### src/rtl/ccg_resp_misr_if.sv
// Response handshake bundle between the upstream CCGRCG logic and the
// signature compactor. When CCG_RESP_FIRSTFAIL_EN is defined the bundle
// also carries the per-vector golden response exp_f.
interface ccg_resp_misr_if;
   logic       f1;
   logic       f2;
   logic       f3;
   logic       f4;
   logic       in_valid;
   logic       in_ready;
`ifdef CCG_RESP_FIRSTFAIL_EN
   logic [3:0] exp_f;

   modport master (output f1, f2, f3, f4, in_valid, exp_f, input in_ready);
   modport slave  (input f1, f2, f3, f4, in_valid, exp_f, output in_ready);
`else
   modport master (output f1, f2, f3, f4, in_valid, input in_ready);
   modport slave  (input f1, f2, f3, f4, in_valid, output in_ready);
`endif
endinterface

### src/rtl/ccg_resp_misr.sv
// Multiple-input signature register that compacts 4-bit CCGRCG responses.
// A run starts on 'start', folds VEC_CNT accepted responses into 'sig',
// then spends one CHECK cycle comparing against EXP_SIG before parking
// in DONE with the verdict on 'pass'.
// Optional feature macro: CCG_RESP_FIRSTFAIL_EN adds per-vector golden
// compare with a sticky 'mismatch' flag and 'first_fail_idx'.
module ccg_resp_misr #(
   parameter int unsigned      SIG_W   = 16,
   parameter logic [SIG_W-1:0] POLY    = SIG_W'(16'h1021),
   parameter logic [SIG_W-1:0] SEED    = SIG_W'(16'h0000),
   parameter int unsigned      VEC_CNT = 16,
   parameter logic [SIG_W-1:0] EXP_SIG = SIG_W'(16'h0000)
) (
   input  logic             clk,
   input  logic             rst_n,
   input  logic             start,
   ccg_resp_misr_if.slave   rsp,
   output logic [SIG_W-1:0] sig,
   output logic [15:0]      vec_idx,
   output logic             busy,
   output logic             done,
   output logic             pass
`ifdef CCG_RESP_FIRSTFAIL_EN
   ,
   output logic             mismatch,
   output logic [15:0]      first_fail_idx
`endif
);

   typedef enum logic [1:0] {IDLE, RUN, CHECK, DONE} state_t;

   // Index of the response whose acceptance completes the run.
   localparam logic [15:0] LAST_IDX = 16'(VEC_CNT - 1);

   state_t           state_q;
   state_t           state_d;
   logic             in_ready_q;
   logic             load;
   logic             accept;
   logic [3:0]       resp;
   logic [SIG_W-1:0] sig_next;

   assign resp         = {rsp.f4, rsp.f3, rsp.f2, rsp.f1};
   assign accept       = rsp.in_valid & in_ready_q;
   assign rsp.in_ready = in_ready_q;
   assign busy         = (state_q == RUN) || (state_q == CHECK);
   assign done         = (state_q == DONE);

   // Next-state decode; 'load' marks the cycle a new run is seeded.
   always_comb begin
      state_d = state_q;
      load    = 1'b0;
      case (state_q)
         IDLE, DONE: begin
            if (start) begin
               state_d = RUN;
               load    = 1'b1;
            end
         end
         RUN: begin
            if (accept && (vec_idx == LAST_IDX)) begin
               state_d = CHECK;
            end
         end
         CHECK: begin
            state_d = DONE;
         end
         default: begin
            state_d = IDLE;
         end
      endcase
   end

   // Shift with polynomial feedback, then fold in the zero-extended response.
   always_comb begin
      sig_next = {sig[SIG_W-2:0], 1'b0} ^ (sig[SIG_W-1] ? POLY : '0)
                 ^ {{(SIG_W-4){1'b0}}, resp};
   end

   // State register; reset aborts any run in progress.
   always_ff @(posedge clk) begin
      if (!rst_n) begin
         state_q <= IDLE;
      end else begin
         state_q <= state_d;
      end
   end

   // Ready is registered from the next state so it never depends on in_valid.
   always_ff @(posedge clk) begin
      if (!rst_n) begin
         in_ready_q <= 1'b0;
      end else begin
         in_ready_q <= (state_d == RUN);
      end
   end

   // Signature and vector counter: reseed on start, advance on each accept.
   always_ff @(posedge clk) begin
      if (!rst_n) begin
         sig     <= SEED;
         vec_idx <= 16'd0;
      end else if (load) begin
         sig     <= SEED;
         vec_idx <= 16'd0;
      end else if (accept) begin
         sig     <= sig_next;
         vec_idx <= vec_idx + 16'd1;
      end
   end

`ifdef CCG_RESP_FIRSTFAIL_EN
   // Latch the index of the first response that disagrees with exp_f.
   always_ff @(posedge clk) begin
      if (!rst_n) begin
         mismatch       <= 1'b0;
         first_fail_idx <= 16'd0;
      end else if (load) begin
         mismatch       <= 1'b0;
         first_fail_idx <= 16'd0;
      end else if (accept && !mismatch && (resp != rsp.exp_f)) begin
         mismatch       <= 1'b1;
         first_fail_idx <= vec_idx;
      end
   end
`endif

   // Verdict is computed once in CHECK and held through DONE.
   always_ff @(posedge clk) begin
      if (!rst_n) begin
         pass <= 1'b0;
      end else if (load) begin
         pass <= 1'b0;
      end else if (state_q == CHECK) begin
`ifdef CCG_RESP_FIRSTFAIL_EN
         pass <= (sig == EXP_SIG) & ~mismatch;
`else
         pass <= (sig == EXP_SIG);
`endif
      end
   end

endmodule
### src/flat_wrapper.sv
// flat-port wrapper written by rule: the top's interface ports become plain ports
module ccg_resp_misr_flat 
#(
   parameter int unsigned      SIG_W   = 16,
   parameter logic [SIG_W-1:0] POLY    = SIG_W'(16'h1021),
   parameter logic [SIG_W-1:0] SEED    = SIG_W'(16'h0000),
   parameter int unsigned      VEC_CNT = 16,
   parameter logic [SIG_W-1:0] EXP_SIG = SIG_W'(16'h0000)
)
  (clk, rst_n, start, sig, vec_idx, busy, done, pass, rsp_f1, rsp_f2, rsp_f3, rsp_f4, rsp_in_valid, rsp_in_ready);
  ccg_resp_misr_if rsp_i ();
  input  logic clk;
  input  logic rst_n;
  input  logic start;
  output logic [SIG_W-1:0] sig;
  output logic [15:0] vec_idx;
  output logic busy;
  output logic done;
  output logic pass;
  input wire logic [$bits(rsp_i.f1)-1:0] rsp_f1;
  input wire logic [$bits(rsp_i.f2)-1:0] rsp_f2;
  input wire logic [$bits(rsp_i.f3)-1:0] rsp_f3;
  input wire logic [$bits(rsp_i.f4)-1:0] rsp_f4;
  input wire logic [$bits(rsp_i.in_valid)-1:0] rsp_in_valid;
  output wire logic [$bits(rsp_i.in_ready)-1:0] rsp_in_ready;
  assign rsp_i.f1 = rsp_f1;
  assign rsp_i.f2 = rsp_f2;
  assign rsp_i.f3 = rsp_f3;
  assign rsp_i.f4 = rsp_f4;
  assign rsp_i.in_valid = rsp_in_valid;
  assign rsp_in_ready = rsp_i.in_ready;
  ccg_resp_misr #(.SIG_W(SIG_W), .POLY(POLY), .SEED(SEED), .VEC_CNT(VEC_CNT), .EXP_SIG(EXP_SIG)) u_core (.clk(clk), .rst_n(rst_n), .start(start), .rsp(rsp_i), .sig(sig), .vec_idx(vec_idx), .busy(busy), .done(done), .pass(pass));
endmodule
### config.mk
export PLATFORM = sky130hd
export DESIGN_NAME = ccg_resp_misr_flat
export DESIGN_NICKNAME = d
export VERILOG_FILES = /design/src/rtl/ccg_resp_misr_if.sv /design/src/rtl/ccg_resp_misr.sv /design/src/flat_wrapper.sv
export SDC_FILE = /design/constraint.sdc
export NUM_CORES = 1
export LEC_CHECK = 0
export CAP_MARGIN = 30
export CORE_UTILIZATION = 48
export DETAILED_ROUTE_END_ITERATION = 12
export PLACE_DENSITY = 0.9
export SYNTH_ARGS = -nofsm -noshare
export SYNTH_HDL_FRONTEND = slang
export SYNTH_SLANG_ARGS = --single-unit
### constraint.sdc
create_clock -name clk -period 1.7 [get_ports clk]
set_input_delay 0.34 -clock clk [delete_from_list [all_inputs] [get_ports clk]]
set_output_delay 0.34 -clock clk [all_outputs]
set_load 0.05 [all_outputs]
==> impl_metrics.sql, run 1 <==
INSERT INTO impl_metrics (metric_group, metric, value, unit) VALUES
('run_status', 'run_status', 'completed', ''),
('global_routing', 'antenna_found_initial', '0', ''),
('timing', 'slew_hr', '74.32', '%'),
('worst_setup_path', 'cpMaxStageDelayCell', 'sky130_fd_sc_hd__dfxtp_2', ''),
('route', 'ant_nets', '0', ''),
('route', 'num_vias', '1457', ''),
('logic_synthesis', 'netlist.area_leader.share', '42.99', '%'),
('global_routing', 'groute.usage.overall', '20.12', '%'),
('global_routing', 'grt_pass1_vias', '1279', ''),
('logic_synthesis', 'ys.warnings.count', '0', ''),
('finish', 'finalNetCount', '246', ''),
('clock_network', 'cts_inserted_buffers', '5', ''),
('global_routing', 'first_pass_grt_wire_length', '5595', 'um'),
('logic_synthesis', 'ys_types', '30', ''),
('power_and_ir_drop', 'vdd.ir_drop.worst', '0.6793', 'mV'),
('logic_synthesis', 'synth_sequential_area_ratio', '42.99', '%'),
('logic_synthesis', 'synth_largest_area_cell', 'sky130_fd_sc_hd__dfxtp_1', ''),
('worst_setup_path', 'critical-path-max-stage-delay', '0.38', 'ns'),
('timing', 'final-setup-viol-count', '0', ''),
('finish', 'nFillCells', '274', ''),
('worst_setup_path', 'worstSetupStartpointType', 'flop', ''),
('worst_setup_path', 'critPathLaunch', 'u_core.state_q[0]', ''),
('clock_network', 'htree_num_levels', '2', ''),
('power_and_ir_drop', 'sequentialPowerShare', '52.9', '%'),
('power_and_ir_drop', 'power.net_switching', '0.5023', 'mW'),
('logic_synthesis', 'synth.net_count', '208', ''),
('timing', 'finClkSkew', '0.01094', 'ns'),
('placed_design', 'place.port_buffers', '43', ''),
('power_and_ir_drop', 'fin_total_pwr', '1.697', 'mW'),
('power_and_ir_drop', 'p_int', '1.195', 'mW'),
('finish', 'antenna_cells', '0', ''),
('clock_network', 'clock-sinks', '36', ''),
('worst_setup_path', 'timing.critical_path.arrival', '1.25', 'ns'),
('global_routing', 'grt-ovfl-total', '0', ''),
('logic_synthesis', 'synthCells', '196', ''),
('route', 'vias_per_cell', '5.185', ''),
('worst_setup_path', 'crit_path_max_fanout', '5', ''),
('floorplan', 'start_util', '50.24', '%'),
('timing', 'hold_viol', '0', ''),
('power_and_ir_drop', 'power_frac_comb', '18.7', '%'),
('floorplan', 'core_region_area', '0.003337', 'mm^2'),
('worst_setup_path', 'setup.worst_path.class', 'reg2out', ''),
('worst_setup_path', 'timing.critical_path.to', 'busy', ''),
('floorplan', 'die_w', '61.10', 'um'),
('clock_network', 'worst_skew_late_latency', '0.33', 'ns'),
('floorplan', 'rows', '21', ''),
('run', 'cap_violations', '0', ''),
('timing', 'maxSlewViolCount', '0', ''),
('clock_network', 'cts.clk_slew.worst_paths', '0.11', 'ns'),
('placed_design', 'place_hpwl', '2479', 'um'),
('route', 'drt_iter0_drc', '56', ''),
('timing', 'clock.fmax', '627.7', 'MHz'),
('finish', 'areaGrowthSynthToFinish', '30.45', '%'),
('power_and_ir_drop', 'power_leakage', '0.8254', 'nW'),
('power_and_ir_drop', 'clkPwrFrac', '28.4', '%'),
('logic_synthesis', 'synth.avg_cell_area', '8.554', 'um^2'),
('power_and_ir_drop', 'power_density', '776.1', 'mW/mm^2'),
('logic_synthesis', 'synth.top_cells.by_area', 'sky130_fd_sc_hd__dfxtp_1 (43%), sky130_fd_sc_hd__xnor2_1 (7.8%), sky130_fd_sc_hd__nand2_1 (6.9%), sky130_fd_sc_hd__buf_4 (4.5%), sky130_fd_sc_hd__nor2_1 (4.5%)', ''),
('placed_design', 'gp_congestion', '0.8431', ''),
('worst_setup_path', 'worst_setup_path_end_kind', 'output pin', ''),
('timing', 'final_min_period_over_clock_period', '93.72', '%'),
('route', 'detail_route.drc_violations', '0', ''),
('logic_synthesis', 'synth_seq_cells', '36', ''),
('worst_setup_path', 'cp.required', '1.36', 'ns'),
('clock_network', 'cts_hold_repair.buffers', '0', ''),
('timing', 'rsz0062_at_grt', 'no', ''),
('finish', 'drive_gt1_share', '27.66', '%'),
('route', 'wl', '3474', 'um'),
('worst_setup_path', 'cp_cell_instances', 'inv_1 -> ha_4 -> inv_2 -> buf_12', ''),
('route', 'detail_route.first_pass.iterations', '4', ''),
('floorplan', 'chipHeight', '61.10', 'um');
-- final cells by class --
type	instances	area, um^2	area share (%)
Sequential cell	36	730.7	33.41
Tap cell	46	57.56	2.632
Inverter	8	30.03	1.373
Timing Repair Buffer	49	473.0	21.62
Clock buffer	6	51.30	2.346
Multi-Input combinational cell	134	829.5	37.93
Clock inverter	2	15.01	0.6865
-- through the flow --
step / setup slack [ns] / util [%] / cells / instance area [um^2] / hold WS, ns
5_1_grt: 0.02863 / 65.54 / 281 / 2187 / 0.5066
3_3_place_gp: -0.09993 / 62.95 / 273 / 2101 / 0.4608
6_report: 0.1068 / 65.54 / 281 / 2187 / 0.4931
4_1_cts: 0.02205 / 64.98 / 281 / 2168 / 0.4935
2_1_floorplan: 0.01689 / - / 196 / 1685 / 0.4581
3_5_place_dp: -0.1609 / 62.95 / 273 / 2101 / 0.4736
-- layer usage --
layer  vias to the layer above  wire (um)  global-route usage, %
met1                       675       1589                  26.17
li1                        743          -                      -
met3                         4        149                  4.832
met5                         -          0                      0
met2                        35       1701                  32.92
met4                         0         34                  6.494
-- critical path, delay by kind of cell, from the launching register on --
family / cells / cell delay (ns)
flip-flops: 1 / 0.38
adder cells (fa/ha/maj): 1 / 0.29
buffers and inverters: 3 / 0.27
-- Yosys cell counts --
cell                       instances
sky130_fd_sc_hd__inv_1             8
sky130_fd_sc_hd__nand3_1           2
sky130_fd_sc_hd__ha_1              4
sky130_fd_sc_hd__nor4b_1           1
sky130_fd_sc_hd__a22oi_1           1
sky130_fd_sc_hd__o31a_1            1
sky130_fd_sc_hd__xor2_1            3
sky130_fd_sc_hd__a211oi_1          6
sky130_fd_sc_hd__nand2_1          31
sky130_fd_sc_hd__or3_1             2
sky130_fd_sc_hd__a31o_2            2
sky130_fd_sc_hd__buf_2             2
sky130_fd_sc_hd__nor4_4            1
sky130_fd_sc_hd__nor3_1            3
sky130_fd_sc_hd__clkbuf_1          5
sky130_fd_sc_hd__nand4_1           5
sky130_fd_sc_hd__nand4_4           1
sky130_fd_sc_hd__o21ai_0           4
sky130_fd_sc_hd__buf_6             1
sky130_fd_sc_hd__nor2_1           20
sky130_fd_sc_hd__mux2i_1           1
sky130_fd_sc_hd__and2_1            1
sky130_fd_sc_hd__o211ai_1          1
sky130_fd_sc_hd__and3_1            3
sky130_fd_sc_hd__buf_4            10
sky130_fd_sc_hd__xnor2_1          15
sky130_fd_sc_hd__and4_1            2
sky130_fd_sc_hd__a21oi_1          14
sky130_fd_sc_hd__nor4_1           10
sky130_fd_sc_hd__dfxtp_1          36
-- cells in the final DEF (no fill, tap or decap), drive strengths merged, types with 7 or more instances in the layout --
master,instances
a21oi,14
buf,42
clkdlybuf4s50,7
dfxtp,36
inv,8
nand2,31
nor2,20
nor4,11
xnor2,15
-- cells by family (layout without fill, tap and decap cells) --
kind of cell | after synthesis | count (layout) | share of synthesized area, %
multiplexers | 1 | 1 | 0.5970
flip-flops | 36 | 36 | 42.99
AO/OA/AOI/OAI | 29 | 29 | 10.52
adder cells (fa/ha/maj) | 4 | 4 | 2.985
buffers and inverters | 26 | 65 | 8.657
AND/OR/NAND/NOR | 82 | 82 | 24.85
XOR/XNOR | 18 | 18 | 9.404
-- sequential cells by signal (all words and copies together), names as in the netlist --
name / flops
u_core.sig: 16
u_core.vec_idx: 16
u_core.pass: 1
u_core.state_q: 2
u_core.rsp.in_ready: 1
-- timing repair --
action / in CTS / in global routing
buffers inserted: 0 / 0
resized for setup: 2 / 2
gates cloned: 0 / 0
setup endpoints to repair: 1 / 2
-- how the worst min path moves through the flow --
stage	from	to	slack, ns	depth (start not counted)
CTS	u_core.vec_idx[1]	u_core.vec_idx[1]	0.49	2
floorplan	u_core.sig[7]	u_core.sig[8]	0.46	2
detailed placement	u_core.vec_idx[1]	u_core.vec_idx[1]	0.47	2
finish	u_core.vec_idx[1]	u_core.vec_idx[1]	0.49	2
global route	u_core.vec_idx[1]	u_core.vec_idx[1]	0.51	2
global placement	u_core.vec_idx[1]	u_core.vec_idx[1]	0.46	2
-- power by group through the flow --
stage	clock [mW]	combinational, mW	sequential [mW]
CTS	0.494	0.312	0.898
global route	0.539	0.344	0.903
finish	0.483	0.317	0.898
floorplan	0	0.170	0.952
detailed placement	0	0.310	0.916
global placement	0	0.304	0.916
(Power assumes the default switching activity.)
==> run 2: changes to the inputs <==
- clock period: 1.7 -> 1.5 ns (I/O delays scaled with it)
==> run 2 against run 1 <==
Against the previous run:
- the run now ends with negative setup slack left
- sequential share of layout area fell by 6.5 points
- clock skew is 0.0020 ns higher
- routed wire length rose by 62%
- critical endpoint is now u_core.vec_idx[10]
- largest cell class is now non-clock buffers
==> impl_metrics.sql, run 2 (same netlist as run 1, synthesis figures left out) <==
INSERT INTO impl_metrics (metric_group, metric, value, unit) VALUES
('global_routing', 'first_pass_grt_wire_length', '7286', 'um'),
('worst_setup_path', 'reg2reg_slack', '-0.12', 'ns'),
('finish', 'antenna_cells', '0', ''),
('route', 'detail_route.first_pass.iterations', '4', ''),
('run', 'cap_violations', '0', ''),
('floorplan', 'die-area', '0.003733', 'mm^2'),
('clock_network', 'htree_num_levels', '2', ''),
('route', 'num_vias', '1736', ''),
('route', 'detail_route.drc_violations', '0', ''),
('route', 'vias_per_cell', '5.729', ''),
('timing', 'hold_ws', '0.5296', 'ns'),
('worst_setup_path', 'crit_family', 'buffers and inverters', ''),
('clock_network', 'clock-sinks', '36', ''),
('placed_design', 'gp_congestion', '0.8554', ''),
('finish', 'nFillCells', '158', ''),
('clock_network', 'root_buffer', 'sky130_fd_sc_hd__clkbuf_4', ''),
('run_status', 'failed_checks', 'negative setup slack', ''),
('global_routing', 'grt_max_degree', '20', ''),
('worst_setup_path', 'critical_path.n_buffers_inverters', '2', ''),
('worst_setup_path', 'r2r_start', 'u_core.vec_idx[1]', ''),
('worst_setup_path', 'timing.critical_path.to', 'u_core.vec_idx[10]', ''),
('global_routing', 'antenna_found_initial', '0', ''),
('power_and_ir_drop', 'power_leakage', '1.063', 'nW'),
('worst_setup_path', 'cell_count_along_the_critical_path', '6', ''),
('finish', 'areaGrowthSynthToFinish', '69.70', '%'),
('worst_setup_path', 'worst_setup_path_end_kind', 'flop', ''),
('finish', 'largestRegisters', 'u_core.sig (16), u_core.vec_idx (16), u_core.state_q (2)', ''),
('worst_setup_path', 'cp.required', '1.76', 'ns'),
('floorplan', 'rows', '21', ''),
('finish', 'final_cell_mix', 'sky130_fd_sc_hd__buf_12 (36), sky130_fd_sc_hd__nand2_1 (31), sky130_fd_sc_hd__buf_4 (28), sky130_fd_sc_hd__dfxtp_1 (22), sky130_fd_sc_hd__nor2_1 (20)', ''),
('clock_network', 'cts_inserted_buffers', '5', ''),
('timing', 'tightestPinTransition', '0.4594', 'ns'),
('placed_design', 'post_place_worst_slack', '-0.3795', 'ns'),
('run_status', 'run_status', 'finished with violations', ''),
('power_and_ir_drop', 'vdd.ir_drop.worst', '0.5900', 'mV'),
('timing', 'slew_hr', '69.09', '%'),
('route', 'routed_length_per_placed_instance', '18.52', 'um'),
('worst_setup_path', 'cpMaxStageDelayCell', 'sky130_fd_sc_hd__clkdlybuf4s50_1', ''),
('floorplan', 'boundaryPins', '44', ''),
('route', 'drt_iter0_drc', '155', ''),
('worst_setup_path', 'timing.critical_path.arrival', '1.90', 'ns'),
('worst_setup_path', 'crit-reg2reg-capture', 'u_core.vec_idx[10]', ''),
('timing', 'finClkSkew', '0.01291', 'ns'),
('worst_hold_path', 'hold_path_depth', '2', ''),
('global_routing', 'grt-ovfl-total', '0', ''),
('clock_network', 'tritoncts_clock_tree', 'done', ''),
('finish', 'finalNetCount', '268', ''),
('placed_design', 'place_hpwl', '3363', 'um'),
('route', 'wl', '5611', 'um'),
('timing', 'final-setup-viol-count', '4', ''),
('finish', 'multi_input_combinational_cell_area', '909.6', 'um^2'),
('floorplan', 'start_util', '50.24', '%'),
('finish', 'drive_gt1_share', '40.47', '%'),
('timing', 'hold_viol', '0', ''),
('worst_setup_path', 'cp_cell_instances', 'clkdlybuf4s50_1 -> nand4_1 -> buf_4 -> nor4_1 -> xnor2_1 -> nor2_1', ''),
('timing', 'clock.fmax', '608.5', 'MHz'),
('worst_setup_path', 'critical-path-max-stage-delay', '0.56', 'ns'),
('floorplan', 'core_region_area', '0.003337', 'mm^2'),
('clock_network', 'clock_path_buffers', '2', ''),
('clock_network', 'worst_skew_late_latency', '0.36', 'ns'),
('route', 'ant_nets', '0', ''),
('placed_design', 'place.port_buffers', '43', ''),
('finish', 'most_common_cell_after_layout_fill_and_taps_aside', 'sky130_fd_sc_hd__buf_12', ''),
('floorplan', 'chipHeight', '61.10', 'um'),
('timing', 'rsz0062_at_grt', 'yes', ''),
('global_routing', 'grt_pass1_vias', '1587', ''),
('timing', 'fin_crit', '1.643', 'ns'),
('worst_hold_path', 'worst_hold_path_type', 'reg2reg', ''),
('timing', 'setup_ws', '-0.1435', 'ns'),
('clock_network', 'cts_hold_repair.buffers', '0', ''),
('worst_setup_path', 'setup.worst_path.class', 'in2reg', ''),
('finish', 'register_area', '765.7', 'um^2'),
('worst_setup_path', 'critPathLaunch', 'rsp_in_valid', ''),
('power_and_ir_drop', 'power_density', '749.9', 'mW/mm^2'),
('worst_setup_path', 'crit_path_max_fanout', '4', ''),
('clock_network', 'cts.clk_slew.worst_paths', '0.12', 'ns'),
('worst_setup_path', 'worst-r2r-cell-count', '6', ''),
('timing', 'final_min_period_over_clock_period', '109.6', '%'),
('timing', 'maxSlewViolCount', '0', ''),
('global_routing', 'groute.usage.overall', '27.33', '%'),
('floorplan', 'die_w', '61.10', 'um'),
('worst_setup_path', 'worstSetupStartpointType', 'input pin', '');
-- run 2: stage by stage --
step                      util (%)  std cells  setup TNS (ns)  power, mW  area (um^2)
after floorplan                  -        196         -0.2214      1.287         1719
after global placement       77.54        285          -4.255      1.476         2587
after detailed placement     77.54        285          -6.892      1.496         2587
after CTS                    80.54        294         -0.1617      2.104         2688
after global routing         85.26        303         -0.7431      2.215         2845
final                        85.26        303         -0.2559      2.134         2845
-- run 2: what timing repair did --
| action | in CTS | in global routing |
|---|---|---|
| resized for setup | 4 | 23 |
| buffers inserted | 2 | 9 |
| endpoints found under the setup margin | 4 | 20 |
| pin swaps | 4 | 9 |
-- run 2: final cells by class --
class | instances | area share (%)
Clock buffer | 6 | 2.199
Clock inverter | 2 | 0.4398
Timing Repair Buffer | 71 | 35.18
Multi-Input combinational cell | 134 | 31.97
Sequential cell | 36 | 26.91
Tap cell | 46 | 2.023
Inverter | 8 | 1.275
-- run 2: worst min path at each step --
stage,endpoint,start
finish,u_core.sig[10],u_core.sig[10]
global route,u_core.vec_idx[7],u_core.vec_idx[7]
CTS,u_core.sig[10],u_core.sig[10]
detailed placement,u_core.sig[10],u_core.sig[10]
global placement,u_core.sig[8],u_core.sig[7]
floorplan,u_core.state_q[1],rst_n
-- run 2: worst reg2reg max path: stages (launching register included) --
cell and delay (ns):
sky130_fd_sc_hd__dfxtp_4 0.38, sky130_fd_sc_hd__ha_4 0.14, sky130_fd_sc_hd__nand4_1 0.10, sky130_fd_sc_hd__buf_4 0.18
sky130_fd_sc_hd__nor4_1 0.44, sky130_fd_sc_hd__xnor2_1 0.19, sky130_fd_sc_hd__nor2_1 0.08
-- run 2: power breakdown --
| part | internal [mW] | total [mW] | switching [mW] |
|---|---|---|---|
| Sequential | 0.969 | 1.01 | 0.0458 |
| Combinational | 0.222 | 0.484 | 0.263 |
| Clock | 0.280 | 0.635 | 0.354 |
| Total | 1.47 | 2.13 | 0.662 |
-- run 2: metal layers --
metal	GRT usage, %	share of wire, %	up-vias
met5	0	0	-
met4	14.94	3.6	0
met3	9.454	7.1	21
met2	45.50	52	100
met1	30.64	37	834
li1	-	-	781
==> run 3: changes to the inputs <==
- CORE_MARGIN: not set -> 3
- clock period: 1.5 -> 1.7 ns (I/O delays scaled with it)
==> run 3 against run 2 <==
Against the previous run:
- the run now ends clean
- core utilization shrank 16 points
- total power shrank 16%
- via count decreased by 15%
- critical path type is now reg2reg
- non-clock buffer count down 19
- worst setup slack better by 0.23 ns
- critical endpoint unchanged
==> impl_metrics.sql, run 3 (same netlist as run 1, synthesis figures left out) <==
INSERT INTO impl_metrics (metric_group, metric, value, unit) VALUES
('run_status', 'run_status', 'completed', ''),
('worst_setup_path', 'crit_family', 'simple AND/OR/NAND/NOR gates', ''),
('route', 'wl', '3613', 'um'),
('worst_setup_path', 'worstSetupStartpointType', 'flop', ''),
('route', 'routed_length_per_placed_instance', '12.81', 'um'),
('global_routing', 'first_pass_grt_wire_length', '6175', 'um'),
('finish', 'antenna_cells', '0', ''),
('route', 'detail_route.first_pass.iterations', '4', ''),
('timing', 'slew_hr', '66.85', '%'),
('power_and_ir_drop', 'power_density', '807.8', 'mW/mm^2'),
('finish', 'finalNetCount', '249', ''),
('worst_setup_path', 'worst_setup_path_end_kind', 'flop', ''),
('finish', 'largestRegisters', 'u_core.sig (16), u_core.vec_idx (16), u_core.state_q (2)', ''),
('worst_hold_path', 'worst_hold_path_type', 'reg2reg', ''),
('worst_setup_path', 'critical-path-max-stage-delay', '0.51', 'ns'),
('route', 'detail_route.drc_violations', '0', ''),
('finish', 'areaGrowthSynthToFinish', '32.61', '%'),
('worst_setup_path', 'cpMaxStageDelayCell', 'sky130_fd_sc_hd__nor4_1', ''),
('floorplan', 'die-area', '0.004238', 'mm^2'),
('timing', 'finClkSkew', '0.01095', 'ns'),
('floorplan', 'chipHeight', '65.10', 'um'),
('worst_hold_path', 'hold_start', 'u_core.vec_idx[1]', ''),
('finish', 'drive_gt1_share', '27.73', '%'),
('worst_setup_path', 'cp_cell_instances', 'ha_1 -> nand4_1 -> nor4_1 -> xnor2_1 -> nor2_1', ''),
('clock_network', 'cts_hold_repair.buffers', '0', ''),
('floorplan', 'start_util', '52.34', '%'),
('power_and_ir_drop', 'vdd.ir_drop.worst', '0.4560', 'mV'),
('worst_setup_path', 'cp.required', '1.92', 'ns'),
('timing', 'clock.fmax', '621.4', 'MHz'),
('placed_design', 'place_hpwl', '2639', 'um'),
('placed_design', 'place.port_buffers', '43', ''),
('global_routing', 'grt_max_degree', '19', ''),
('global_routing', 'groute.usage.overall', '18.29', '%'),
('clock_network', 'cts_inserted_buffers', '5', ''),
('floorplan', 'boundaryPins', '44', ''),
('route', 'drt_iter0_drc', '73', ''),
('clock_network', 'worst_skew_late_latency', '0.34', 'ns'),
('timing', 'fin_crit', '1.609', 'ns'),
('finish', 'layout_utilization', '69.41', '%'),
('floorplan', 'die_w', '65.10', 'um'),
('worst_setup_path', 'critical_path.n_buffers_inverters', '0', ''),
('finish', 'final_cell_mix', 'sky130_fd_sc_hd__buf_4 (37), sky130_fd_sc_hd__nand2_1 (31), sky130_fd_sc_hd__dfxtp_1 (28), sky130_fd_sc_hd__nor2_1 (20), sky130_fd_sc_hd__xnor2_1 (15)', ''),
('worst_setup_path', 'r2r_start', 'u_core.vec_idx[0]', ''),
('worst_setup_path', 'setup.worst_path.class', 'reg2reg', ''),
('global_routing', 'grt.met1_usage', '24.09', '%'),
('timing', 'final_min_period_over_clock_period', '94.66', '%'),
('global_routing', 'met3_usage', '3.761', '%'),
('worst_setup_path', 'timing.critical_path.arrival', '1.83', 'ns'),
('finish', 'most_common_cell_after_layout_fill_and_taps_aside', 'sky130_fd_sc_hd__buf_4', ''),
('worst_setup_path', 'crit_path_max_fanout', '4', ''),
('floorplan', 'rows', '20', ''),
('route', 'ant_nets', '0', ''),
('global_routing', 'antenna_found_initial', '0', ''),
('worst_setup_path', 'crit-reg2reg-capture', 'u_core.vec_idx[10]', ''),
('clock_network', 'htree_num_levels', '2', ''),
('run', 'cap_violations', '0', ''),
('placed_design', 'gp_congestion', '0.7939', ''),
('route', 'vias_per_cell', '5.220', ''),
('timing', 'hold_viol', '0', ''),
('floorplan', 'core_region_area', '0.003203', 'mm^2'),
('global_routing', 'grt_busiest_layer', 'met2', ''),
('global_routing', 'grt_pass1_vias', '1394', ''),
('timing', 'maxSlewViolCount', '0', ''),
('clock_network', 'cts.clk_slew.worst_paths', '0.11', 'ns'),
('timing', 'tightestPinTransition', '0.4926', 'ns'),
('global_routing', 'gr-usage-met2', '27.97', '%'),
('clock_network', 'clock-sinks', '36', ''),
('timing', 'rsz0062_at_grt', 'no', ''),
('power_and_ir_drop', 'fin_total_pwr', '1.796', 'mW'),
('worst_hold_path', 'hold_path_depth', '2', ''),
('worst_setup_path', 'worst-r2r-cell-count', '5', ''),
('worst_setup_path', 'cell_count_along_the_critical_path', '5', ''),
('worst_setup_path', 'reg2reg_slack', '0.09', 'ns'),
('clock_network', 'clock_path_buffers', '2', ''),
('global_routing', 'grt-ovfl-total', '0', ''),
('route', 'num_vias', '1472', ''),
('clock_network', 'root_buffer', 'sky130_fd_sc_hd__clkbuf_4', ''),
('clock_network', 'tritoncts_clock_tree', 'done', ''),
('worst_hold_path', 'min_to', 'u_core.vec_idx[1]', ''),
('clock_network', 'cts_post_setup_buffers_inserted', '0', ''),
('timing', 'final-setup-viol-count', '0', ''),
('power_and_ir_drop', 'power_leakage', '0.8554', 'nW');
run 3: changes by cell type in the layout (fill, tap and decap cells not counted), sizes merged:
cell and change:
bufinv +1, inv +1, buf -19, clkinvlp -2
run 3: final cells by class:
| cell class | count | area (um^2) |
|---|---|---|
| clock buffers | 6 | 41.29 |
| clock inverters | 2 | 35.03 |
| fillers | 268 | 979.7 |
| inverters | 8 | 30.03 |
| multi-input cells | 134 | 823.3 |
| flip-flops and latches | 36 | 730.7 |
| well taps | 44 | 55.05 |
| repair buffers | 52 | 508.0 |
run 3: report_power, final:
group,internal (mW),switching [mW]
Clock,0.308,0.271
Combinational,0.127,0.194
Sequential,0.869,0.0273
Total,1.30,0.492
run 3: layer usage:
metal  share of wire (%)  vias to the layer above
met5                   0                        -
met4                 2.1                        0
met3                 5.5                        6
met2                  46                       35
met1                  47                      685
li1                    -                      746
run 3: how the worst max path moves through the flow:
stage               slack, ns                 end              start
finish                   0.09  u_core.vec_idx[10]  u_core.vec_idx[0]
global route             0.03  u_core.vec_idx[15]       rsp_in_valid
CTS                      0.02                busy  u_core.state_q[0]
detailed placement      -0.16  u_core.vec_idx[15]       rsp_in_valid
global placement        -0.14  u_core.vec_idx[15]       rsp_in_valid
floorplan                0.02  u_core.vec_idx[13]  u_core.vec_idx[5]
run 3: worst reg2reg max path: stages, from the launching register on:
cell and delay [ns]:
sky130_fd_sc_hd__dfxtp_2 0.38, sky130_fd_sc_hd__ha_1 0.20, sky130_fd_sc_hd__nand4_1 0.18, sky130_fd_sc_hd__nor4_1 0.51
sky130_fd_sc_hd__xnor2_1 0.18, sky130_fd_sc_hd__nor2_1 0.06
run 3: stage by stage:
step | instances | hold slack [ns] | setup slack, ns | area [um^2] | setup TNS, ns
after global placement | 274 | 0.4640 | -0.1449 | 2133 | -0.9735
after global routing | 282 | 0.5071 | 0.02620 | 2223 | 0
after floorplan | 196 | 0.4581 | 0.01689 | 1685 | 0
final | 282 | 0.4888 | 0.09077 | 2223 | 0
after CTS | 282 | 0.4920 | 0.01534 | 2211 | 0
after detailed placement | 274 | 0.4772 | -0.1646 | 2133 | -1.167
run 3: repair_timing:
| action | in CTS | in global routing |
|---|---|---|
| cloned | 0 | 0 |
| gates resized for setup | 2 | 1 |
| setup endpoints to repair | 1 | 1 |
